File: src/rtl/act_dma_pkg.sv
// Shared definitions for the activation-vector DMA: CSR offsets, FSM states
// and the Q16.16 helpers used by the write drainer.
package act_dma_pkg;

  localparam logic [3:0] REG_START = 4'd0;
  localparam logic [3:0] REG_SRC   = 4'd1;
  localparam logic [3:0] REG_DST   = 4'd2;
  localparam logic [3:0] REG_COUNT = 4'd3;
  localparam logic [3:0] REG_CTRL  = 4'd4;

  // Sign bit of a Q16.16 word; set means the activation is negative.
  localparam logic [31:0] Q16_SIGN_BIT = 32'h8000_0000;

  typedef enum logic {
    IDLE = 1'b0,
    RUN  = 1'b1
  } state_t;

  // ReLU on a Q16.16 word: negative values become zero when enabled.
  function automatic logic [31:0] relu_clamp(input logic [31:0] word, input logic en);
    return (en && ((word & Q16_SIGN_BIT) != 32'd0)) ? 32'd0 : word;
  endfunction

endpackage

File: src/rtl/act_dma_sync_fifo.sv
// Small synchronous FIFO decoupling the SDRAM read stream from the SRAM
// write stream. The head word is read straight from storage, so a word
// pushed into an empty FIFO becomes visible one cycle later.
module sync_fifo #(
  parameter int WIDTH = 32,
  parameter int DEPTH = 8,
  localparam int AW   = $clog2(DEPTH)
) (
  input  logic             clk,
  input  logic             rst_n,
  input  logic             push,
  input  logic [WIDTH-1:0] push_data,
  input  logic             pop,
  output logic [WIDTH-1:0] head,
  output logic             full,
  output logic             empty,
  output logic [AW:0]      count
);

  logic [WIDTH-1:0] mem [DEPTH];
  logic [AW-1:0]    wr_ptr;
  logic [AW-1:0]    rd_ptr;
  logic             pop_ok;
  logic             push_ok;

  assign empty   = (count == '0);
  assign full    = (count == (AW + 1)'(DEPTH));
  assign pop_ok  = pop && !empty;
  assign push_ok = push && (!full || pop_ok);
  assign head    = mem[rd_ptr];

  // Storage array; contents need no reset because count gates visibility.
  always_ff @(posedge clk) begin
    if (push_ok) begin
      mem[wr_ptr] <= push_data;
    end
  end

  // Pointers and occupancy; a simultaneous push and pop leaves count unchanged.
  always_ff @(posedge clk or negedge rst_n) begin
    if (!rst_n) begin
      wr_ptr <= '0;
      rd_ptr <= '0;
      count  <= '0;
    end else begin
      if (push_ok) begin
        wr_ptr <= wr_ptr + AW'(1);
      end
      if (pop_ok) begin
        rd_ptr <= rd_ptr + AW'(1);
      end
      case ({push_ok, pop_ok})
        2'b10:   count <= count + (AW + 1)'(1);
        2'b01:   count <= count - (AW + 1)'(1);
        default: count <= count;
      endcase
    end
  end

endmodule

File: src/rtl/act_dma.sv
// Activation DMA: copies N Q16.16 words from SDRAM to the accelerator's SRAM
// bank with optional in-flight ReLU. Reads are only issued when a FIFO slot
// is reserved for the returning data, so the FIFO can never overflow.
module act_dma
  import act_dma_pkg::*;
#(
  parameter int FIFO_DEPTH = 8
) (
  input  logic        clk,
  input  logic        rst_n,
  output logic        slave_waitrequest,
  input  logic [3:0]  slave_address,
  input  logic        slave_read,
  output logic [31:0] slave_readdata,
  input  logic        slave_write,
  input  logic [31:0] slave_writedata,
  input  logic        master_waitrequest,
  output logic [31:0] master_address,
  output logic        master_read,
  input  logic [31:0] master_readdata,
  input  logic        master_readdatavalid,
  output logic        master_write,
  output logic [31:0] master_writedata,
  input  logic        master2_waitrequest,
  output logic [31:0] master2_address,
  output logic        master2_read,
  input  logic [31:0] master2_readdata,
  input  logic        master2_readdatavalid,
  output logic        master2_write,
  output logic [31:0] master2_writedata
);

  localparam int CW = $clog2(FIFO_DEPTH) + 1;
  localparam logic [31:0] DEPTH32 = 32'(FIFO_DEPTH);

  state_t      state_q, state_d;
  logic        busy;
  logic        launch;
  logic [31:0] src_reg, dst_reg, count_reg;
  logic        relu_reg;
  logic [31:0] src_q, dst_q, len_q;
  logic        relu_q;
  logic [31:0] issued_q, received_q, written_q;
  logic [31:0] reserved;
  logic        push, pop;
  logic [31:0] fifo_head;
  logic        fifo_full, fifo_empty;
  logic [CW-1:0] fifo_count;
  logic        unused_inputs;

  assign unused_inputs = ^{master2_readdata, master2_readdatavalid};

  assign busy   = (state_q == RUN);
  assign launch = slave_write && (slave_address == REG_START) && !busy && (count_reg != 32'd0);

  assign slave_waitrequest = slave_read && (slave_address == REG_START) && busy;

  // Reads issued but not yet returned, plus words already buffered.
  assign reserved = issued_q - received_q + 32'(fifo_count);

  // Only accept read data that this job is still waiting for; stale pulses
  // arriving after a reset find nothing outstanding and are dropped.
  assign push = master_readdatavalid && busy && (received_q != issued_q);
  assign pop  = master2_write && !master2_waitrequest;

  assign master_address    = src_q + {issued_q[29:0], 2'b00};
  assign master2_address   = dst_q + {written_q[29:0], 2'b00};
  assign master2_writedata = master2_write ? relu_clamp(fifo_head, relu_q) : 32'd0;
  assign master_write      = 1'b0;
  assign master_writedata  = 32'd0;
  assign master2_read      = 1'b0;

  // CSR read mux; offset 0 and unmapped offsets read as zero.
  always_comb begin
    slave_readdata = 32'd0;
    if (slave_read) begin
      case (slave_address)
        REG_SRC:   slave_readdata = src_reg;
        REG_DST:   slave_readdata = dst_reg;
        REG_COUNT: slave_readdata = count_reg;
        REG_CTRL:  slave_readdata = {31'd0, relu_reg};
        default:   slave_readdata = 32'd0;
      endcase
    end
  end

  // Programmable CSRs, writable at any time; the running job uses its own copies.
  always_ff @(posedge clk or negedge rst_n) begin
    if (!rst_n) begin
      src_reg   <= 32'd0;
      dst_reg   <= 32'd0;
      count_reg <= 32'd0;
      relu_reg  <= 1'b0;
    end else if (slave_write) begin
      case (slave_address)
        REG_SRC:   src_reg   <= slave_writedata;
        REG_DST:   dst_reg   <= slave_writedata;
        REG_COUNT: count_reg <= slave_writedata;
        REG_CTRL:  relu_reg  <= slave_writedata[0];
        default:   ;
      endcase
    end
  end

  // FSM state register.
  always_ff @(posedge clk or negedge rst_n) begin
    if (!rst_n) begin
      state_q <= IDLE;
    end else begin
      state_q <= state_d;
    end
  end

  // Next state and bus strobes; both strobes are functions of registered
  // state only, so they stay put while the slave stalls.
  always_comb begin
    state_d       = state_q;
    master_read   = 1'b0;
    master2_write = 1'b0;
    case (state_q)
      IDLE: begin
        if (launch) begin
          state_d = RUN;
        end
      end
      RUN: begin
        master_read   = (issued_q != len_q) && (reserved < DEPTH32);
        master2_write = !fifo_empty;
        if (master2_write && !master2_waitrequest && (written_q == len_q - 32'd1)) begin
          state_d = IDLE;
        end
      end
      default: state_d = IDLE;
    endcase
  end

  // Working copies latched at launch and the per-job progress counters.
  always_ff @(posedge clk or negedge rst_n) begin
    if (!rst_n) begin
      src_q      <= 32'd0;
      dst_q      <= 32'd0;
      len_q      <= 32'd0;
      relu_q     <= 1'b0;
      issued_q   <= 32'd0;
      received_q <= 32'd0;
      written_q  <= 32'd0;
    end else if (launch) begin
      src_q      <= src_reg;
      dst_q      <= dst_reg;
      len_q      <= count_reg;
      relu_q     <= relu_reg;
      issued_q   <= 32'd0;
      received_q <= 32'd0;
      written_q  <= 32'd0;
    end else begin
      if (master_read && !master_waitrequest) begin
        issued_q <= issued_q + 32'd1;
      end
      if (push) begin
        received_q <= received_q + 32'd1;
      end
      if (pop) begin
        written_q <= written_q + 32'd1;
      end
    end
  end

  sync_fifo #(
    .WIDTH(32),
    .DEPTH(FIFO_DEPTH)
  ) u_fifo (
    .clk      (clk),
    .rst_n    (rst_n),
    .push     (push),
    .push_data(master_readdata),
    .pop      (pop),
    .head     (fifo_head),
    .full     (fifo_full),
    .empty    (fifo_empty),
    .count    (fifo_count)
  );

  // The read reservation must make a push into a full FIFO impossible.
  assert property (@(posedge clk) disable iff (!rst_n) !(push && fifo_full && !pop));

endmodule

File: config.mk
export PLATFORM = sky130hd
export DESIGN_NAME = act_dma
export DESIGN_NICKNAME = d
export VERILOG_FILES = /design/src/rtl/act_dma_pkg.sv /design/src/rtl/act_dma_sync_fifo.sv /design/src/rtl/act_dma.sv
export SDC_FILE = /design/constraint.sdc
export NUM_CORES = 1
export LEC_CHECK = 0
export ABC_AREA = 1
export BUFFER_PORTS_ARGS = -buffer_cell sky130_fd_sc_hd__buf_2
export CAP_MARGIN = 5
export CORE_MARGIN = 10
export CORE_UTILIZATION = 35
export DETAILED_ROUTE_END_ITERATION = 7
export MAX_ROUTING_LAYER = met4
export PLACE_DENSITY = 0.47
export SLEW_MARGIN = 20
export SYNTH_ARGS = -nofsm -noshare
export SYNTH_HDL_FRONTEND = slang
export SYNTH_SLANG_ARGS = --single-unit
export TNS_END_PERCENT = 10
File: constraint.sdc
create_clock -name clk -period 7.3 [get_ports clk]
set_input_delay 0.365 -clock clk [delete_from_list [all_inputs] [get_ports clk]]
set_output_delay 0.365 -clock clk [all_outputs]
set_load 0.03 [all_outputs]
---- Word level (Yosys, flattened, before mapping) ----
Memory sizes are Yosys's and may differ from the RTL's.
Cells that the tools add are included.
word-level totals
  register bits after elaboration ......... 301
  latch bits .............................. 0
  RAM bits ................................ 256
  memory bits (read-only) ................. 0
  input bits .............................. 108
  output and inout port bits .............. 165
  word-level logic and storage cells ...... 90
  memories ................................ 1
cells by class
  $add $sub $neg .......................... 12
  multipliers ............................. 0
  div/mod/pow operators ................... 0
  $lt $le $gt $ge ......................... 1
  equal/unequal tests ..................... 10
  shifts and indexed selects .............. 0
  multiplexer cells ....................... 18
  bitwise logic cells ..................... 1
  reduce and logical (&&, ||, !) cells .... 32
memories
  memory      words  width  read ports  clocked after memory_dff  write ports  line                     source
  u_fifo.mem  8      32     1           0                         1            act_dma_sync_fifo.sv:20  logic [WIDTH-1:0] mem [DEPTH];
operator list
  kind                                                                           count
  32-bit 2-to-1 mux                                                              9
  32-bit one-hot mux with 4 select lines                                         1
  32-bit by 1-bit adder with 32-bit output, second input constant                3
  32-bit adder                                                                   2
  32-bit != test                                                                 2
  32-bit by 4-bit adder with 32-bit output                                       1
  32-bit equality test                                                           1
  32-bit by 4-bit less-than comparator with 1-bit output, second input constant  1
  32-bit nonzero test                                                            1
  32-bit by 1-bit subtractor with 32-bit output, second input constant           1
  32-bit subtractor                                                              1
  1-bit logical AND                                                              15
  4-bit by 2-bit equality test with 1-bit output, second input constant          2
  4-bit logical NOT                                                              2
  4-bit one-hot mux with 2 select lines                                          1
  2-bit AND reduction                                                            4
  2-bit nonzero test                                                             4
  3-bit by 1-bit adder with 3-bit output, second input constant                  2
  1-bit 2-to-1 mux                                                               6
  1-bit logical NOT                                                              5
  4-bit by 1-bit adder with 4-bit output, second input constant                  1
  4-bit by 1-bit equality test with 1-bit output, second input constant          1
  4-bit by 3-bit equality test with 1-bit output, second input constant          1
  4-bit equality test, second input constant                                     1
  6 further kinds                                                                6

---- Depth between registers and ports, before layout ----
  depth after elaboration ................. 9
  depth in mapped cells ................... 24
  gate-level depth less buffers ........... 22

---- Hierarchy ----
From an unflattened synthesis, not the netlist that was laid out.
unflattened totals
  cell total of the unflattened synthesis .. 4032
  area total of the unflattened synthesis .. 33098.0 um^2
by module, submodules not included
  module     times used  cells an instance  area an instance (um^2)  seq. area each (um^2)
  act_dma    1           3237               22525.4                  7282.0
  sync_fifo  1           795                10572.6                  7937.6

---- Least setup slack after synthesis ----
OpenSTA, ideal clock, no wires.
  kind .................................... register -> register
  from .................................... reg received_q[8]
  to ...................................... mem u_fifo.mem[0][0] (enable)
  library setup time ...................... 0.421 ns
  arrival ................................. 3.011 ns
  required time ........................... 6.879 ns
  path slack .............................. 3.868 ns
  stages on the path, launching flop included .. 11
  buffers on the path ..................... 0
  clock period less this slack ............ 3.432 ns
  cells stage by stage .................... dfrtp_1 -> clkinv_1 -> ha_1 -> nand4_1 -> nor4_1 -> nand3_1 -> nand2_1 -> inv_2 -> nand2_1 -> or2_2 -> nor2_1
between the ends
  word-level cells in the longest chain between the ends .. 5
RTL lines
  element                                 line                     source
  from (decl)                             act_dma.sv:43            logic [31:0] issued_q, received_q, written_q;
  from (signal assigned)                  act_dma.sv:160           received_q <= received_q + 32'd1;
  32-bit != test                          act_dma.sv:63            assign push = master_readdatavalid && busy && (received_q != issued_q);
  1-bit logical AND                       act_dma.sv:63
  1-bit logical AND                       act_dma_sync_fifo.sv:29  assign push_ok = push && (!full || pop_ok);
  1-bit 2-to-1 mux                        act_dma_sync_fifo.sv:34  if (push_ok) begin
  1-bit 2-to-1 mux (not written as such)  act_dma_sync_fifo.sv:35  mem[wr_ptr] <= push_data;
  to (decl)                               act_dma_sync_fifo.sv:20
No other way between the ends.

---- Worst setup path in the final report ----
  from .................................... reg issued_q[3]
  to ...................................... out master_read
between the ends
  word-level cells in the longest chain between the ends .. 5
  elaborated cells on any way between the ends .. 6
  classes of those cells .................. 2 x add/sub; 1 x order compare; 1 x eq/ne; 1 x mux; 1 x reduce/logical
RTL lines
  element                                                 line            source
  from (decl)                                             act_dma.sv:43
  from (signal assigned)                                  act_dma.sv:157  issued_q <= issued_q + 32'd1;
  32-bit subtractor                                       act_dma.sv:59   assign reserved = issued_q - received_q + 32'(fifo_count);
  32-bit by 4-bit adder with 32-bit output                act_dma.sv:59
  32-bit by 4-bit less-than comparator with 1-bit output  act_dma.sv:127  master_read = (issued_q != len_q) && (reserved < DEPTH32);
  1-bit logical AND *                                     act_dma.sv:127
  1-bit 2-to-1 mux *                                      act_dma.sv:120  case (state_q)
  to (decl)                                               act_dma.sv:19   output logic master_read,
Every way passes the cells marked *; elsewhere a longest branch is shown, timed or not.

==> flow_summary.ini <==
[run_status]
status = complete, no violations

[clock_tree]
htreeDepth = 3
clockBufferDepth = 3
cts-root-buf = clkbuf_16
cts_resized = 0
cts_made_buffers = 68
tritoncts = built
clk_latency_ns = 0.64
path_clk_slew_ns = 0.06
numClockSinks = 557

[worst_setup_path]
rr_worst_depth = 20
critPathCapture = master_read
critPathMaxFanout = 8
worstSetupPathType = register to output port
r2r_slack_ns = 2.91
arrival_ns = 4.30
timing.rr.end = issued_q[0]
worstSetupStartpoint = issued_q[3]
crit_required_ns = 6.93
end_kind = output port
r2r-start = issued_q[3]
startpoint_type = register

[floorplanning]
die_w_um = 327
start_util_pct = 35.3
dieArea_um2 = 107000
fp.dieH_um = 327
pin_count = 273
design.core.area_um2 = 93600
rows = 112

[final_layout]
final_area_um2 = 37700
top_register = u_fifo.mem
fin_cells = 5449
fin_nets = 4381
drive_above_1_share_pct = 12.0
syn2layout_area_growth_pct = 14.1
fin_util_pct = 40.3
register_area_um2 = 15200
fill_cells = 9737
multiInputGateArea_um2 = 15300
largest_reg_flops = 256

[pwr]
power.total_mw = 13.3
vdd_drop_max_v = 0.000260
p_per_area_nw_per_um2 = 354
power_frac_comb_pct = 42.1
p_sw_mw = 5.83
pwr-share-seq_pct = 32.3
p_clk_share_pct = 25.6
swShare_pct = 43.7
internal_power_mw = 7.51
power.leakage_nw = 17.3

[drt]
drt-initial-drc-count = 2291
wl_met1_um = 54200
viasPerCell = 5.09
highest_layer = met4
drc = 0
wl_met3_um = 5540
wl_per_cell_um = 20.3
wl_met2_um = 48500
wirelength_um = 110000
drtPass1Iterations = 6
antenna_left = 0
route.vias.total = 27800

[global_routing]
grt_max_degree = 155
first_global_vias = 26800
grtUsageTotal_pct = 20.8
antenna_found_initial = 7
overflow = 0
grt_pass1_wl_um = 169000

[place]
gp_congestion = 0.898
dp_cells = 5296
io_buffers = 205
hpwlAfterDp_um = 79500
dpl_cell_area_um2 = 35200
place_ws_ns = 2.93

[yosys]
yosys-top-cells-area = edfxtp_1 (23%), dfrtp_1 (23%), nand2_1 (9.4%)
synth_top_flop_cell = dfrtp_1
ys_warn_count = 0
synth_edf_count = 256
ys_ff_latch = 557
yosysMostFrequentCell = nand2_1
mappedNetlistArea_um2 = 33100
synth_top_cell_area_share_pct = 23.2
synth_cells = 3970
synth.avg_cell_area_um2 = 8.33
synth.largest_area_cell = edfxtp_1
synthDistinctLibCells = 58
seq_area_frac_synth_pct = 46.0
netlist_top_cells_count = nand2_1 (829), inv_1 (467), o21ai_0 (426)
synthArstFlopShare_pct = 54.0

[timing]
period_minus_slack_ns = 4.67
maxSlewViolCount = 0
tns_ns = 0
setup_ws_ns = 2.63
finalClockSkew_ns = 0.0401
rsz0062_at_grt = no
worstMarginPinSlew_ns = 1.14
timing.fmax_mhz = 214
fin_crit_sh_pct = 64.0
timing.hold.ws_ns = 0.0275
setup_viol = 0
max-slew-margin-rel_pct = 23.6
hold_viol = 0

[worst_hold_path]
hp-class = input port to register
hold_depth = 3

[job]
drv_cap = 0
## repair_timing
action / CTS / global route
endpoints found under the hold margin: 307 / 0
buffers inserted: 0 / 0
hold buffers: 27 / 0
## layout by cell type (no fill, tap or decap), types with 79 or more instances in the layout
cell,instances
dfrtp_1,299
nand2_1,825
edfxtp_1,256
xor2_1,153
buf_2,204
nor3_1,87
inv_1,464
a21oi_1,100
ha_1,127
nand3_1,148
nor2_1,391
nand4_1,79
o21ai_0,426
## how the worst min path moves through the flow
stage / start / end / slack, ns
after detailed placement: received_q[2] / received_q[2] / 0.46
final: slave_writedata[14] / src_reg[14] / 0.03
after global routing: master_readdata[1] / u_fifo.mem[0][1] / 0.02
after global placement: received_q[2] / received_q[2] / 0.44
after floorplan: rst_n / busy / 0.07
after CTS: slave_writedata[12] / src_reg[12] / 0.003
## power groups by stage
| stage | combinational (mW) | sequential, mW | clock [mW] |
|---|---|---|---|
| 3_5_place_dp | 5.61 | 4.36 | 0 |
| 5_1_grt | 6.29 | 4.37 | 3.64 |
| 6_report | 5.62 | 4.30 | 3.42 |
| 2_1_floorplan | 4.03 | 4.11 | 0 |
| 4_1_cts | 5.66 | 4.30 | 3.50 |
| 3_3_place_gp | 5.61 | 4.36 | 0 |
## kinds of logic after synthesis
group	share of synthesized area [%]
AND/OR/NAND/NOR	22.5
AO/OA/AOI/OAI	12.3
XOR/XNOR	5.64
adder cells (fa/ha/maj)	5.17
multiplexers	0.0340
buffers and inverters	8.36
flip-flops	46.0
other	0.0113
## layout make-up
type                       instances  share of cell area [%]
multi-input combinational       2765                    40.6
sequential                       557                    40.3
clock buffer                      92                    4.99
inverter                         490                    4.88
tap                             1254                    4.16
timing repair buffer             258                    4.05
clock inverter                    30                   0.991
antenna                            3                  0.0199
## worst max-delay path: stages (launching register included)
cell and delay, ns:
dfrtp_1 0.68, inv_1 0.28, fa_1 0.58, inv_1 0.04, ha_1 0.35, nand2_1 0.09
nand2_1 0.07, a21oi_1 0.17, nand2_2 0.11, nand2_1 0.11, nand2_2 0.09, nand2_1 0.10
nand2_1 0.06, nor2_1 0.10, nand2_1 0.06, nor2_1 0.18, nand3_2 0.12, nor2_4 0.12
and3_1 0.17, buf_2 0.20
## layer usage
layer  up-vias  global-route usage [%]
met5         -                       -
met4         0                    4.89
met3       116                    2.71
met2       685                    30.8
met1     13400                    29.9
li1      13600                       -
Note: power is estimated with default switching activity, not from simulation.
